`config.mk`:
```
export PLATFORM = sky130hd
export DESIGN_NAME = serial_io_controller
export DESIGN_NICKNAME = d
export VERILOG_FILES = /design/src/rtl/serial_io_controller_pkg.sv /design/src/rtl/serial_io_controller_byte_fifo.sv /design/src/rtl/serial_io_controller.sv
export SDC_FILE = /design/constraint.sdc
export NUM_CORES = 1
export LEC_CHECK = 0
export CORE_MARGIN = 2
export CORE_UTILIZATION = 40
export DETAILED_ROUTE_END_ITERATION = 16
export PLACE_DENSITY = 0.73
export SLEW_MARGIN = 0
export SYNTH_ARGS = -nofsm -noshare
export SYNTH_HDL_FRONTEND = slang
export SYNTH_SLANG_ARGS = --single-unit
```
`constraint.sdc`:
```
create_clock -name clock -period 4.24 [get_ports clock]
set_input_delay 1.272 -clock clock [delete_from_list [all_inputs] [get_ports clock]]
set_output_delay 1.272 -clock clock [all_outputs]
set_load 0.02 [all_outputs]
```
`src/rtl/serial_io_controller_pkg.sv`:
```
// Shared definitions for the memory-mapped serial port controller.
// Latency: n/a (constants and types only).
// Backpressure: n/a.
package serial_io_controller_pkg;

  // Register offsets relative to MMIO_BASE
  localparam logic [31:0] DATA_OFS   = 32'd0;
  localparam logic [31:0] STATUS_OFS = 32'd4;

  // STATUS register bit positions
  localparam int ST_RX_AVAIL = 0;
  localparam int ST_TX_SPACE = 1;
  localparam int ST_TX_DROP  = 2;

  // Transmit sequencer states
  typedef enum logic [1:0] {
    TX_IDLE = 2'd0,
    TX_SEND = 2'd1,
    TX_GAP  = 2'd2
  } tx_state_e;

endpackage

```
`src/rtl/serial_io_controller_byte_fifo.sv`:
```
// Byte-wide circular FIFO with power-of-two depth.
// Latency: a push at edge N is visible at head_o in the cycle after edge N.
// Backpressure: push while full is ignored (even with a same-cycle pop); pop while empty is ignored.
module byte_fifo #(
  parameter int DEPTH = 4
) (
  input  logic       clock,
  input  logic       reset,
  input  logic       push_i,
  input  logic       pop_i,
  input  logic [7:0] din_i,
  output logic       full_o,
  output logic       empty_o,
  output logic [7:0] head_o
);

  localparam int PW = $clog2(DEPTH);

  logic [7:0]    mem_q [DEPTH];
  logic [PW-1:0] wr_ptr_q;
  logic [PW-1:0] rd_ptr_q;
  logic [PW:0]   count_q;
  logic          do_push;
  logic          do_pop;

  assign full_o  = (count_q == (PW+1)'(DEPTH));
  assign empty_o = (count_q == '0);
  assign do_push = push_i & ~full_o;
  assign do_pop  = pop_i & ~empty_o;
  assign head_o  = mem_q[rd_ptr_q];

  // Pointers wrap naturally because DEPTH is a power of two
  always_ff @(posedge clock or negedge reset) begin
    if (!reset) begin
      wr_ptr_q <= '0;
      rd_ptr_q <= '0;
      count_q  <= '0;
    end else begin
      if (do_push) wr_ptr_q <= wr_ptr_q + 1'b1;
      if (do_pop)  rd_ptr_q <= rd_ptr_q + 1'b1;
      case ({do_push, do_pop})
        2'b10:   count_q <= count_q + 1'b1;
        2'b01:   count_q <= count_q - 1'b1;
        default: count_q <= count_q;
      endcase
    end
  end

  // Storage needs no reset: empty_o gates every consumer of head_o
  always_ff @(posedge clock) begin
    if (do_push) mem_q[wr_ptr_q] <= din_i;
  end

endmodule

```
`src/rtl/serial_io_controller.sv`:
```
// Memory-mapped DATA/STATUS front end sharing a byte serial port through RX/TX FIFOs.
// Latency: RX byte readable the cycle after acceptance; TX strobe earliest the cycle after edge N+1 for a write at edge N.
// Backpressure: serial_rden_out drops when RX is full; TX writes into a full FIFO are dropped and flagged in tx_drop.
module serial_io_controller
  import serial_io_controller_pkg::*;
#(
  parameter int          FIFO_DEPTH = 4,
  parameter logic [31:0] MMIO_BASE  = 32'hFFFF_0000
) (
  input  logic        clock,
  input  logic        reset,
  input  logic [31:0] addr,
  input  logic [31:0] wdata,
  input  logic        mem_write,
  input  logic        mem_read,
  output logic [31:0] rdata,
  input  logic [7:0]  serial_in,
  input  logic        serial_valid_in,
  input  logic        serial_ready_in,
  output logic        serial_rden_out,
  output logic [7:0]  serial_out,
  output logic        serial_wren_out
);

  logic       data_sel, status_sel;
  logic       rx_push, rx_pop, rx_full, rx_empty;
  logic [7:0] rx_head;
  logic       tx_push, tx_pop, tx_full, tx_empty;
  logic [7:0] tx_head;
  logic       tx_drop_q, tx_drop_d;
  logic [7:0] serial_out_q, serial_out_d;
  logic       wren_q, wren_d;
  tx_state_e  state_q, state_d;
  logic       unused_wdata;

  assign unused_wdata = ^wdata[31:8];

  assign data_sel   = (addr == MMIO_BASE + DATA_OFS);
  assign status_sel = (addr == MMIO_BASE + STATUS_OFS);

  // Holding rden low in reset keeps the source from handing over bytes that would be lost
  assign serial_rden_out = reset & ~rx_full;
  assign rx_push         = serial_valid_in & serial_rden_out;
  assign rx_pop          = mem_read & data_sel & ~rx_empty;
  assign tx_push         = mem_write & data_sel;

  byte_fifo #(.DEPTH(FIFO_DEPTH)) u_rx_fifo (
    .clock   (clock),
    .reset   (reset),
    .push_i  (rx_push),
    .pop_i   (rx_pop),
    .din_i   (serial_in),
    .full_o  (rx_full),
    .empty_o (rx_empty),
    .head_o  (rx_head)
  );

  byte_fifo #(.DEPTH(FIFO_DEPTH)) u_tx_fifo (
    .clock   (clock),
    .reset   (reset),
    .push_i  (tx_push),
    .pop_i   (tx_pop),
    .din_i   (wdata[7:0]),
    .full_o  (tx_full),
    .empty_o (tx_empty),
    .head_o  (tx_head)
  );

  // Load data mux; an empty DATA read returns zero rather than stale storage
  always_comb begin
    rdata = '0;
    if (mem_read && data_sel && !rx_empty) begin
      rdata = {24'b0, rx_head};
    end else if (mem_read && status_sel) begin
      rdata[ST_RX_AVAIL] = ~rx_empty;
      rdata[ST_TX_SPACE] = ~tx_full;
      rdata[ST_TX_DROP]  = tx_drop_q;
    end
  end

  // Sticky drop flag: a drop in the same cycle as a STATUS read wins
  always_comb begin
    tx_drop_d = tx_drop_q;
    if (tx_push && tx_full) begin
      tx_drop_d = 1'b1;
    end else if (mem_read && status_sel) begin
      tx_drop_d = 1'b0;
    end
  end

  // TX sequencer: strobe one cycle, then two quiet cycles before the next byte
  always_comb begin
    state_d      = state_q;
    serial_out_d = serial_out_q;
    wren_d       = 1'b0;
    tx_pop       = 1'b0;
    case (state_q)
      TX_IDLE: begin
        if (!tx_empty && serial_ready_in) begin
          tx_pop       = 1'b1;
          serial_out_d = tx_head;
          wren_d       = 1'b1;
          state_d      = TX_SEND;
        end
      end
      TX_SEND: state_d = TX_GAP;
      TX_GAP:  state_d = TX_IDLE;
      default: state_d = TX_IDLE;
    endcase
  end

  // Registered state; reset cancels an in-flight strobe immediately
  always_ff @(posedge clock or negedge reset) begin
    if (!reset) begin
      state_q      <= TX_IDLE;
      serial_out_q <= 8'h00;
      wren_q       <= 1'b0;
      tx_drop_q    <= 1'b0;
    end else begin
      state_q      <= state_d;
      serial_out_q <= serial_out_d;
      wren_q       <= wren_d;
      tx_drop_q    <= tx_drop_d;
    end
  end

  assign serial_out      = serial_out_q;
  assign serial_wren_out = wren_q;

endmodule

```
# Word level (Yosys, flattened, before mapping)
# Memories as Yosys holds them, arrays and structs flattened. A register that Yosys moved wholly into a read port is not among the register bits.
# Cells that the tools add are included.
[op_classes] n_mul=0 n_bitwise=13 div_mod_pow=0 addsub=8 order_cmp=0 n_eq_ne=10 muxes=15 n_shift=0 n_reduce_logical=15
[ops] cell="$eq 32x32->1 const B" n=2
[ops] cell="$pmux 3 s2" n=2
[ops] cell="$and 1x1->1" n=9
[ops] cell="$add 2x1->2 const B" n=4
[ops] cell="$mux 1" n=8
[ops] cell="$add 3x1->3 const B" n=2
[ops] cell="$eq 2x1->1 const B" n=3
[ops] cell="$eq 3x3->1 const B" n=2
[ops] cell="$logic_not 3->1" n=2
[ops] cell="$mux 3" n=2
[ops] cell="$reduce_bool 2->1" n=3
[ops] cell="$sub 3x1->3 const B" n=2
[ops] cell="$logic_and 1x1->1" n=5
[ops] cell="$mux 5" n=1
[ops] cell="$eq 2x2->1 const B" n=2
[ops] cell="$not 1->1" n=4
[ops] cell="$pmux 2 s2" n=1
[ops] cell="$logic_not 1->1" n=3
[ops] cell="$logic_not 2->1" n=1
[ops] cell="$mux 2" n=1
[ops] cell="$ne 2x2->1 const B" n=1
[ops] cell="$reduce_and 2->1" n=1
[word_totals] register_bits=18 latchBits=0 output_inout_bits=42 elab_cells=72 mem_count=2 in_bits=78 rom_bits=0 ramBits=64
[mem_list] memory="u_rx_fifo.mem_q" depth=4 width=8 read_ports=1 rd_clocked_by_memory_dff=0 wr=1 line="serial_io_controller_byte_fifo.sv:19" text="logic [7:0] mem_q [DEPTH];"
[mem_list] memory="u_tx_fifo.mem_q" depth=4 width=8 read_ports=1 rd_clocked_by_memory_dff=1 wr=1 line="serial_io_controller_byte_fifo.sv:19"

# Depth between registers and ports, before layout
# Gate-level depths: netlist of run 1.
[depth] ltp_word=8 ltp_mapped=10 mapped_depth_nobuf=10

# Hierarchy
# From an unflattened synthesis of run 1, not the netlist that was laid out.
[hier_totals] cells_unflattened=243 area_unflattened_um2=4040.1
[modules_own_cells] module="byte_fifo" cells_each=79 area_per_inst_um2=1592.8 n_inst=2 seq_area_each_um2=1136.1
[modules_own_cells] module="serial_io_controller" cells_each=85 area_per_inst_um2=854.6 n_inst=1 seq_area_each_um2=300.3

# Worst setup path before layout of run 1
# OpenSTA, ideal clock, no wires.
[synth_path] path_kind="input to output" from="input addr[13]" to="output rdata[0]" t_required_ps=2968 cell_stages=4 n_path_buf=0 t_arrival_ps=2964 setup_slack_ps=4 path_cell_list="or4_4 nor4_4 nand3_1 nor3_1"
[synth_via] elab_chain_len=4 word_cells_on_any_way=7 classes_between="eq/ne (2); mux (2); reduce/logical (3)"
[synth_lines] item="from (decl)" line="serial_io_controller.sv:12" text="input logic [31:0] addr,"
[synth_lines] item="$eq 32x32->1, on equally long branches" line="serial_io_controller.sv:39, serial_io_controller.sv:38"
[synth_lines] item="$logic_and 1x1->1, on equally long branches" line="serial_io_controller.sv:74, serial_io_controller.sv:72"
[synth_lines] item="$mux 3 / $logic_and 1x1->1 (equally long branches)" line="serial_io_controller.sv:74, serial_io_controller.sv:72"
[synth_lines] item="$mux 3 (*)" line="serial_io_controller.sv:72" text="if (mem_read && data_sel && !rx_empty) begin"
[synth_lines] item="to (decl)" line="serial_io_controller.sv:16" text="output logic [31:0] rdata,"
# Mark *: on every way between the ends. The rest lies on a longest branch, timed or not.

# Final worst setup path of run 1
[layout_path] from="input addr[13]" to="output rdata[5]"
[layout_via] elab_chain_len=4
[layout_lines] item="$eq 32x32->1" line="serial_io_controller.sv:38" text="assign data_sel = (addr == MMIO_BASE + DATA_OFS);"
[layout_lines] item="$logic_and 1x1->1 (2 in series)" line="serial_io_controller.sv:72"
[layout_lines] item="$mux 5" line="serial_io_controller.sv:72"
# Every way passes these cells.

==> results.txt, run 1 <==
After clock tree synthesis, the clock-pin slew on the worst setup and hold paths is 90 ps. TritonCTS created 9 clock buffers. The first global-routing pass estimated 12000 microns of wire.

In the synthesized netlist the dominant register cell turns out to be sky130_fd_sc_hd__edfxtp_1. For this configuration, the core starts out at a cell density of 40.9%. The run gives 0.707 as the final weighted congestion of routability-driven global placement. The combined buffer and inverter count along the critical path works out to 3. Once placement finished, the instance area stood at 0.00485 sq mm.

In the synthesized netlist the async set-or-reset flop fraction comes to 28.9%. For the DRC violation count after routing, the log shows 0. The share of cell area taken by muxes after synthesis is 12.2%, and the endpoint arrival time on the critical path is 2910 ps. Largest vdd supply drop: 0.218 mV. The area growth from synthesis to layout was 28.7%.

The run finished with clean final reports. The die area is 0.0108 sq mm. Setup violations remaining at the end of the flow were counted as 0. The count of nets left with antenna violations once routing finished came out at 0.

The summed area of non-filler cells in the final layout is 0.00512 sq mm, and the setup skew after layout is 10.5 ps. STA classifies the critical path endpoint as an output pin. TritonCTS built the clock tree. Dividing the final minimum period by the clock period gives 98.7%.

The count of cell types in the netlist was 38; the count of H-tree levels built during CTS was 3. For the post-synthesis sequential area ratio, the log shows 64.7%. The design internal power is 1.71 mW, and the peak per-stage delay on the critical path is 540 ps. The sequential fraction of design power is 49.9%.

Dominant combinational cell family by area after synthesis: multiplexers. The layout has 823 filler cells. The number of antenna violations at the first check in global routing is 0.

The critical setup path kind is primary input to output pin. Traced cell by cell, the critical path runs through clkbuf_2 > or4_4 > nor4_4 > nand4_4 > buf_6 > nor2b_1 > buf_4. The floorplan has 36 rows. The number of warnings reported in the yosys synthesis log came out at 0. The run gives 60.6% as the tightest slew margin relative to the limit. The via count of the first global-routing pass is 2373, and the horizontal die dimension is 104 microns. The number of register bits inferred by synthesis was 90; the core outline area was 0.00973 sq mm. The worst setup path is launched from a primary input. The all-layer global routing usage came out at 14.6%. The cell sitting at the root of the clock tree is a sky130_fd_sc_hd__clkbuf_8.

Final core utilization: 52.6%. The tightest min-delay check is of the flip-flop to flip-flop type. The synthesized netlist devotes 8.40% of its cell area to simple gates. The tool flagged a number of max-cap violations equal to 0. In this run, the number of DRC markers left after iteration 0 of detailed routing was 111. Static timing analysis puts the maximum clock frequency at 239 MHz. Setup repair after global routing could not meet its margin everywhere. Buffers placed on the I/O ports in this run total 71.

Entering global routing, the biggest net connects 27 pins. The met3 track utilization from global routing was 3.71%. Summing the areas of all compound-gate instances in the mapped netlist gives 0.975% of the synthesized area. STA puts the critical path data required time at 2970 ps. The cell area that synthesis handed to floorplanning was 0.00398 sq mm. Y dimension of the die: 104 microns. Per report_power, the combinational group accounts for 26.8% of the total. A synthesized cell averages 16.3 sq um. Cell with the biggest individual delay on the critical path: sky130_fd_sc_hd__or4_4. 120 I/O pins were placed. The routed design has 7410 microns of wire.

The post-synthesis cell count is 244, and the maximum fanout count along the critical path is 4. After global routing the overflow that remains totals 0. Of the total synthesized cell area, the portion taken by full adders, half adders and majority gates is 4.15%.

The power share of the clock group came out at 23.3%. The post-detailed-route wirelength per cell works out to 15.5 microns. The number of iterations in the first detailed-routing pass came out at 4. In the final design database the tool counted 431 nets. Grouping stages by cell kind, the critical path spends the most delay in simple AND/OR/NAND/NOR gates. The routed layout has 2239 vias. The share of cells above drive strength 1 works out to 26.0%.

The number of vias per cell was 4.67; the fraction of power spent switching nets was 29.6%. The synthesized design contains 64 enable-type register cells. The final hold violation count was 0; the met2 global-route usage was 25.4%.

The routed design could run at a clock period as short as 4180 ps. The met1 capacity usage during global routing was 17.0%; the final HPWL from detailed placement was 5020 microns. The reported net switching power is 0.721 mW, and the number of antenna diodes is 0. Power density relative to cell area: 476 mW/mm^2. For the pin with the worst max-slew slack, the measured transition is 591 ps.

The total clock sinks was 90; the number of buffers on the longest clock path was 2. The clock insertion delay at the later pin of the skew report is 360 ps. The area share of xor/xnor cells in the synthesized design came out at 2.64%. Layer with the highest usage after global routing: met2. The number of pins exceeding their max-slew limit in the final report is 0.

Summed over all cells, the static leakage comes to 1.99 nW.
==> metal layers <==
metal | vias up | routed length [microns]
met5 | - | 0
met4 | 0 | 114
met3 | 8 | 425
met2 | 81 | 3850
met1 | 1107 | 3020
li1 | 1043 | -
==> logic make-up (layout without fill, tap and decap cells) <==
logic type / Yosys count / after routing
simple gates: 48 / 48
mux: 27 / 27
fa+ha+maj: 12 / 12
compound gates: 6 / 6
other cells: 1 / 24
flops: 90 / 90
buf+inv: 48 / 127
xor+xnor: 12 / 12
==> flip-flops by register name, summed over array words and instances, names as in the netlist <==
| register | count |
|---|---|
| serial_wren_out | 1 |
| u_rx_fifo.count_q | 3 |
| u_tx_fifo.mem_q | 32 |
| serial_out | 8 |
| state_q | 2 |
| u_tx_fifo.count_q | 3 |
| u_rx_fifo.rd_ptr_q | 2 |
| u_tx_fifo.rd_ptr_q | 2 |
| tx_drop_q | 1 |
| u_rx_fifo.mem_q | 32 |
| u_tx_fifo.wr_ptr_q | 2 |
| u_rx_fifo.wr_ptr_q | 2 |
==> final timing paths <==
path / start / end / slack, ps / cells past startpoint
worst min register to register: state_q[0] / state_q[0] / 510 / 1
max in group asynchronous: reset / u_rx_fifo.wr_ptr_q[1] / 2590 / 2
worst min-delay path: state_q[0] / state_q[0] / 510 / 1
worst max register to register: u_rx_fifo.count_q[0] / u_rx_fifo.count_q[2] / 1660 / 14
min in group asynchronous: reset / serial_wren_out / 1370 / 2
worst max-delay path: addr[13] / rdata[5] / 60 / 7
==> power groups by stage <==
stage / registers [mW] / logic, mW / clock network [mW]
2_1_floorplan: 1.22 / 0.419 / 0
3_3_place_gp: 1.23 / 0.633 / 0
3_5_place_dp: 1.24 / 0.656 / 0
4_1_cts: 1.22 / 0.660 / 0.586
5_1_grt: 1.24 / 0.718 / 0.623
6_report: 1.21 / 0.652 / 0.567
==> repair_timing <==
item / CTS / global route
pin swaps: 6 / 6
hold buffers: 0 / 0
buffers inserted: 6 / 2
gates resized for setup: 69 / 18
setup endpoints to repair: 8 / 8
==> cell type report <==
cell class                      count  area (sq um)  share of cell area (%)
Sequential cell                    90          2570                    50.3
Clock buffer                        9           124                    2.42
Clock inverter                      7          68.8                    1.34
Multi-Input combinational cell    129          1280                    25.0
Timing Repair Buffer               92           837                    16.4
Tap cell                          133           166                    3.25
Inverter                           19          71.3                    1.39
==> layout by cell type (no fill, tap or decap), drive strengths merged, types with 5 or more instances in the layout <==
cell type,count
ha,10
clkdlybuf4s50,47
xnor2,7
edfxtp,64
buf,30
nor2,11
nor2b,6
clkbuf,14
inv,20
conb,24
mux2,10
dfrtp,26
nand4,5
mux4,16
xor2,5
==> per-stage QoR <==
step	power, mW	instances	setup WS [ps]	hold slack, ps	setup TNS (ps)
after CTS	2.47	478	9.09	507	0
after global placement	1.86	456	-793	483	-5820
after floorplan	1.64	267	4.08	448	0
final	2.43	479	56.8	506	0
after global routing	2.58	479	-27.2	521	-42.3
after detailed placement	1.89	456	-789	498	-5910
==> synth_stat cells, types with 3 or more instances <==
master                     count  area share [%]
sky130_fd_sc_hd__nor4b_1       3            0.66
sky130_fd_sc_hd__edfxtp_1     64              48
sky130_fd_sc_hd__xnor2_1       7             1.5
sky130_fd_sc_hd__nor3_1        3            0.38
sky130_fd_sc_hd__nor2b_1       6            0.94
sky130_fd_sc_hd__buf_4        24             4.5
sky130_fd_sc_hd__xor2_1        5             1.1
sky130_fd_sc_hd__clkbuf_1      3            0.28
sky130_fd_sc_hd__and3_1        4            0.63
sky130_fd_sc_hd__ha_1         10             3.1
sky130_fd_sc_hd__nor2_1       11             1.0
sky130_fd_sc_hd__mux2_2        9             2.5
sky130_fd_sc_hd__dfrtp_1      26              16
sky130_fd_sc_hd__nand4_1       4            0.63
sky130_fd_sc_hd__inv_1        19             1.8
sky130_fd_sc_hd__mux4_2       16             9.1
Power figures use the tool's default switching activity.
==> run 2: changes to the inputs <==
Settings changed: PLACE_DENSITY 0.73 to 0.77.
==> run 2 against run 1 <==
  * Register-to-register slack better by 90 ps
  * Wire length is 2.6% lower
  * Core utilization is 0.58 points higher
  * Cell count is 0.42% lower
  * Critical path depth is 1 lower
  * Sequential share of layout area is 0.55 points lower
  * Combinational power hardly changed
  * Hold slack worse by 10 ps
==> results.txt, run 2 (synthesis gave the netlist of run 1 again) <==
Most frequent cells in the layout: 64 x sky130_fd_sc_hd__edfxtp_1, 51 x sky130_fd_sc_hd__clkdlybuf4s50_1, 26 x sky130_fd_sc_hd__dfrtp_1 (was 64 x sky130_fd_sc_hd__edfxtp_1, 47 x sky130_fd_sc_hd__clkdlybuf4s50_1, 26 x sky130_fd_sc_hd__dfrtp_1). The number of antenna violations at the first check in global routing is 0 (unchanged), and the timing-limited maximum frequency is 241 MHz (was 239 MHz). The run gives 2880 ps (was 2910 ps) as the endpoint arrival time on the critical path. The cell with the biggest individual delay on the critical path is sky130_fd_sc_hd__clkdlybuf4s50_1 (was sky130_fd_sc_hd__or4_4).

Via count of the first global-routing pass: 2337 (was 2373). For the setup skew after layout, the log shows 6.03 ps (was 10.5 ps). The tools report the clock insertion delay at the later pin of the skew report as 360 ps (about the same). The area growth from synthesis to layout was 30.1% (was 28.7%); the horizontal die dimension was 104 microns (unchanged).

The end of the worst register-to-register path was u_rx_fifo.count_q[2] (unchanged). The all-layer global routing usage is 14.1% (was 14.6%). The most common library cell in the layout ignoring fill and taps was sky130_fd_sc_hd__edfxtp_1 (unchanged). For the largest net degree at the start of global routing, the log shows 27 (unchanged).

The combined buffer and inverter count along the critical path is 2 (was 3). The number of core rows is 36 (unchanged). The initial core utilization is 40.9% (unchanged), and the leakage power is 1.99 nW (about the same). The critical setup path kind was primary input to output pin (unchanged). The net count of the finished layout was 429 (was 431); the final setup violation count was 0 (unchanged).

The endpoint type of the worst setup path is an output pin (unchanged). The die area came out at 0.0108 sq mm (unchanged). Sequence of cells on the critical path: clkdlybuf4s50_1 > nand3b_1 > nor4_4 > nand4_4 > nor2b_1 > buf_4 (was clkbuf_2 > or4_4 > nor4_4 > nand4_4 > buf_6 > nor2b_1 > buf_4). The root cell of the clock tree is sky130_fd_sc_hd__clkbuf_8 (unchanged). Clock transition time at the flip-flop clock pins of the worst setup and hold paths: 80 ps (was 90 ps). The path length in cells of the critical path was 6 (was 7); the DRC violation count after routing was 0 (unchanged). The type of the most critical hold path is flip-flop to flip-flop (unchanged). The power density relative to cell area was 504 mW/mm^2 (was 476 mW/mm^2); the via count was 2225 (was 2239). The final global-route overflow total is 0 (unchanged). Family with the most delay on the worst path: simple AND/OR/NAND/NOR gates (unchanged). Post-detailed-route wirelength per cell: 15.1 microns (was 15.5 microns). The share of cells above drive strength 1 came out at 24.1% (was 26.0%). The total clock sinks is 90 (unchanged), and the number of cells on the worst reg-to-reg path is 13 (was 14). The CTS buffer count was 9 (unchanged).

The number of nets still failing antenna checks after routing is 0 (unchanged), and the number of vias per cell is 4.66 (was 4.67). The tools report the largest vdd supply drop as 0.258 mV (was 0.218 mV). The flow ran to the end, and the final reports show no timing, DRC or antenna violations. The tools report the capture point of the critical path as rdata[3] (was rdata[5]). For the summed area of non-filler cells in the final layout, the log shows 0.00517 sq mm (was 0.00512 sq mm). The run gives 1750 ps (was 1660 ps) as the slack of the worst reg-to-reg path.

The y dimension of the die is 104 microns (unchanged). Number of buffers on the longest clock path: 2 (unchanged). The final core utilization was 53.2% (was 52.6%). The peak per-stage delay on the critical path was 480 ps (was 540 ps); the final weighted congestion of routability-driven global placement was 0.707 (about the same). The logs give 120 (unchanged) for the number of top-level pins and 7220 microns (was 7410 microns) for the detailed-route wire length. The maximum fanout count along the critical path came out at 6 (was 4).

The instance area after placement is 0.00485 sq mm (unchanged). The logs give 2970 ps (about the same) for the required time at the endpoint of the critical path and 11600 microns (was 12000 microns) for the wire length of the first global-routing pass. The count of H-tree levels built during CTS is 3 (unchanged), and the detailed router's first-iteration violation count is 112 (was 111). The number of iterations in the first detailed-routing pass is 4 (unchanged).

The tools report the type of element launching the critical path as a primary input (unchanged). The slew at the pin closest to its max-slew limit works out to 591 ps (about the same). Startpoint of the worst-slack reg-to-reg timing path: u_rx_fifo.count_q[0] (unchanged). The number of pins exceeding their max-slew limit in the final report came out at 0 (unchanged). The number of max-capacitance violations reported came out at 0 (unchanged). TritonCTS built the clock tree. The worst hold slack after final layout is 496 ps (was 506 ps), and the final hold violation count is 0 (unchanged).

The tools report the final HPWL from detailed placement as 5070 microns (was 5020 microns). The core outline area is 0.00973 sq mm (unchanged), and the share of the clock period used by the worst path is 98.0% (was 98.7%). Tightest slew margin relative to the limit: 60.6% (about the same). The critical path startpoint is addr[30] (was addr[13]). The count of input and output buffers came out at 71 (unchanged). The shortest clock period the worst path allows after layout was 4160 ps (was 4180 ps); the post-route setup TNS was 0 ps (unchanged).

The number of antenna diodes came out at 0 (unchanged).
==> run 2: cell count changes in the layout (fill, tap and decap cells not counted), moves of 2 or more <==
cell / previous run / this run
sky130_fd_sc_hd__buf_2: 3 / 1
sky130_fd_sc_hd__bufinv_16: 1 / 4
sky130_fd_sc_hd__clkbuf_2: 5 / 2
sky130_fd_sc_hd__clkdlybuf4s50_1: 47 / 51
sky130_fd_sc_hd__dlygate4sd2_1: 2 / 5
sky130_fd_sc_hd__dlymetal6s2s_1: 4 / 1
==> run 2: worst min-delay path by stage <==
stage                     cells after the start                    to            startpoint  slack, ps
after floorplan                               1            state_q[1]            state_q[1]        450
after global placement                        1  u_tx_fifo.count_q[2]  u_tx_fifo.count_q[2]        470
after detailed placement                      1            state_q[1]            state_q[1]        480
after CTS                                     1            state_q[1]            state_q[1]        500
after global routing                          1            state_q[1]            state_q[1]        520
final                                         1            state_q[1]            state_q[1]        500
==> run 2: timing repair <==
item / in CTS / in global routing
setup endpoints to repair: 8 / 8
buffers inserted: 3 / 2
hold buffers: 0 / 0
pin swaps: 5 / 4
gates resized for setup: 63 / 9
gates cloned: 0 / 0
==> run 2: routing by layer <==
| metal | wire, microns | up-vias | global-route usage (%) | share of wire (%) |
|---|---|---|---|---|
| li1 | - | 1036 | - | - |
| met1 | 2950 | 1085 | 15.9 | 41 |
| met2 | 3630 | 92 | 24.4 | 50 |
| met3 | 469 | 12 | 4.91 | 6.5 |
| met4 | 172 | 0 | 5.98 | 2.4 |
| met5 | 0 | - | 0 | 0 |
==> run 2: stage by stage <==
step / power [mW] / setup slack (ps) / cells
final: 2.61 / 84.7 / 477
after CTS: 2.64 / 15.0 / 475
after floorplan: 1.64 / 4.08 / 267
after global routing: 2.74 / -12.6 / 477
after detailed placement: 1.89 / -789 / 456
after global placement: 1.86 / -812 / 456
==> run 2: area by class of cell <==
type                            count  area [sq um]
Timing Repair Buffer               90           828
Fill cell                         796          4560
Tap cell                          133           166
Inverter                           19          71.3
Sequential cell                    90          2570
Multi-Input combinational cell    129          1270
Clock inverter                      7           141
Clock buffer                        9           124
==> run 2: power by group <==
part | total (mW) | leakage [nW] | internal [mW] | switching (mW)
sequential | 1.21 | 0.893 | 1.09 | 0.125
clock | 0.741 | 0.129 | 0.450 | 0.291
combinational | 0.655 | 0.970 | 0.356 | 0.299
total | 2.61 | 1.99 | 1.89 | 0.715
==> run 2: worst register-to-register path, stage by stage, from the launching register on <==
cell and delay [ps]:
sky130_fd_sc_hd__dfrtp_1 400, sky130_fd_sc_hd__nor3_1 110, sky130_fd_sc_hd__nor2_1 230, sky130_fd_sc_hd__nand4_4 180, sky130_fd_sc_hd__buf_4 180, sky130_fd_sc_hd__buf_4 130, sky130_fd_sc_hd__buf_4 130, sky130_fd_sc_hd__inv_1 50
sky130_fd_sc_hd__ha_1 150, sky130_fd_sc_hd__inv_1 60, sky130_fd_sc_hd__fa_1 370, sky130_fd_sc_hd__xor2_1 170, sky130_fd_sc_hd__nor2_1 110, sky130_fd_sc_hd__xor2_1 160
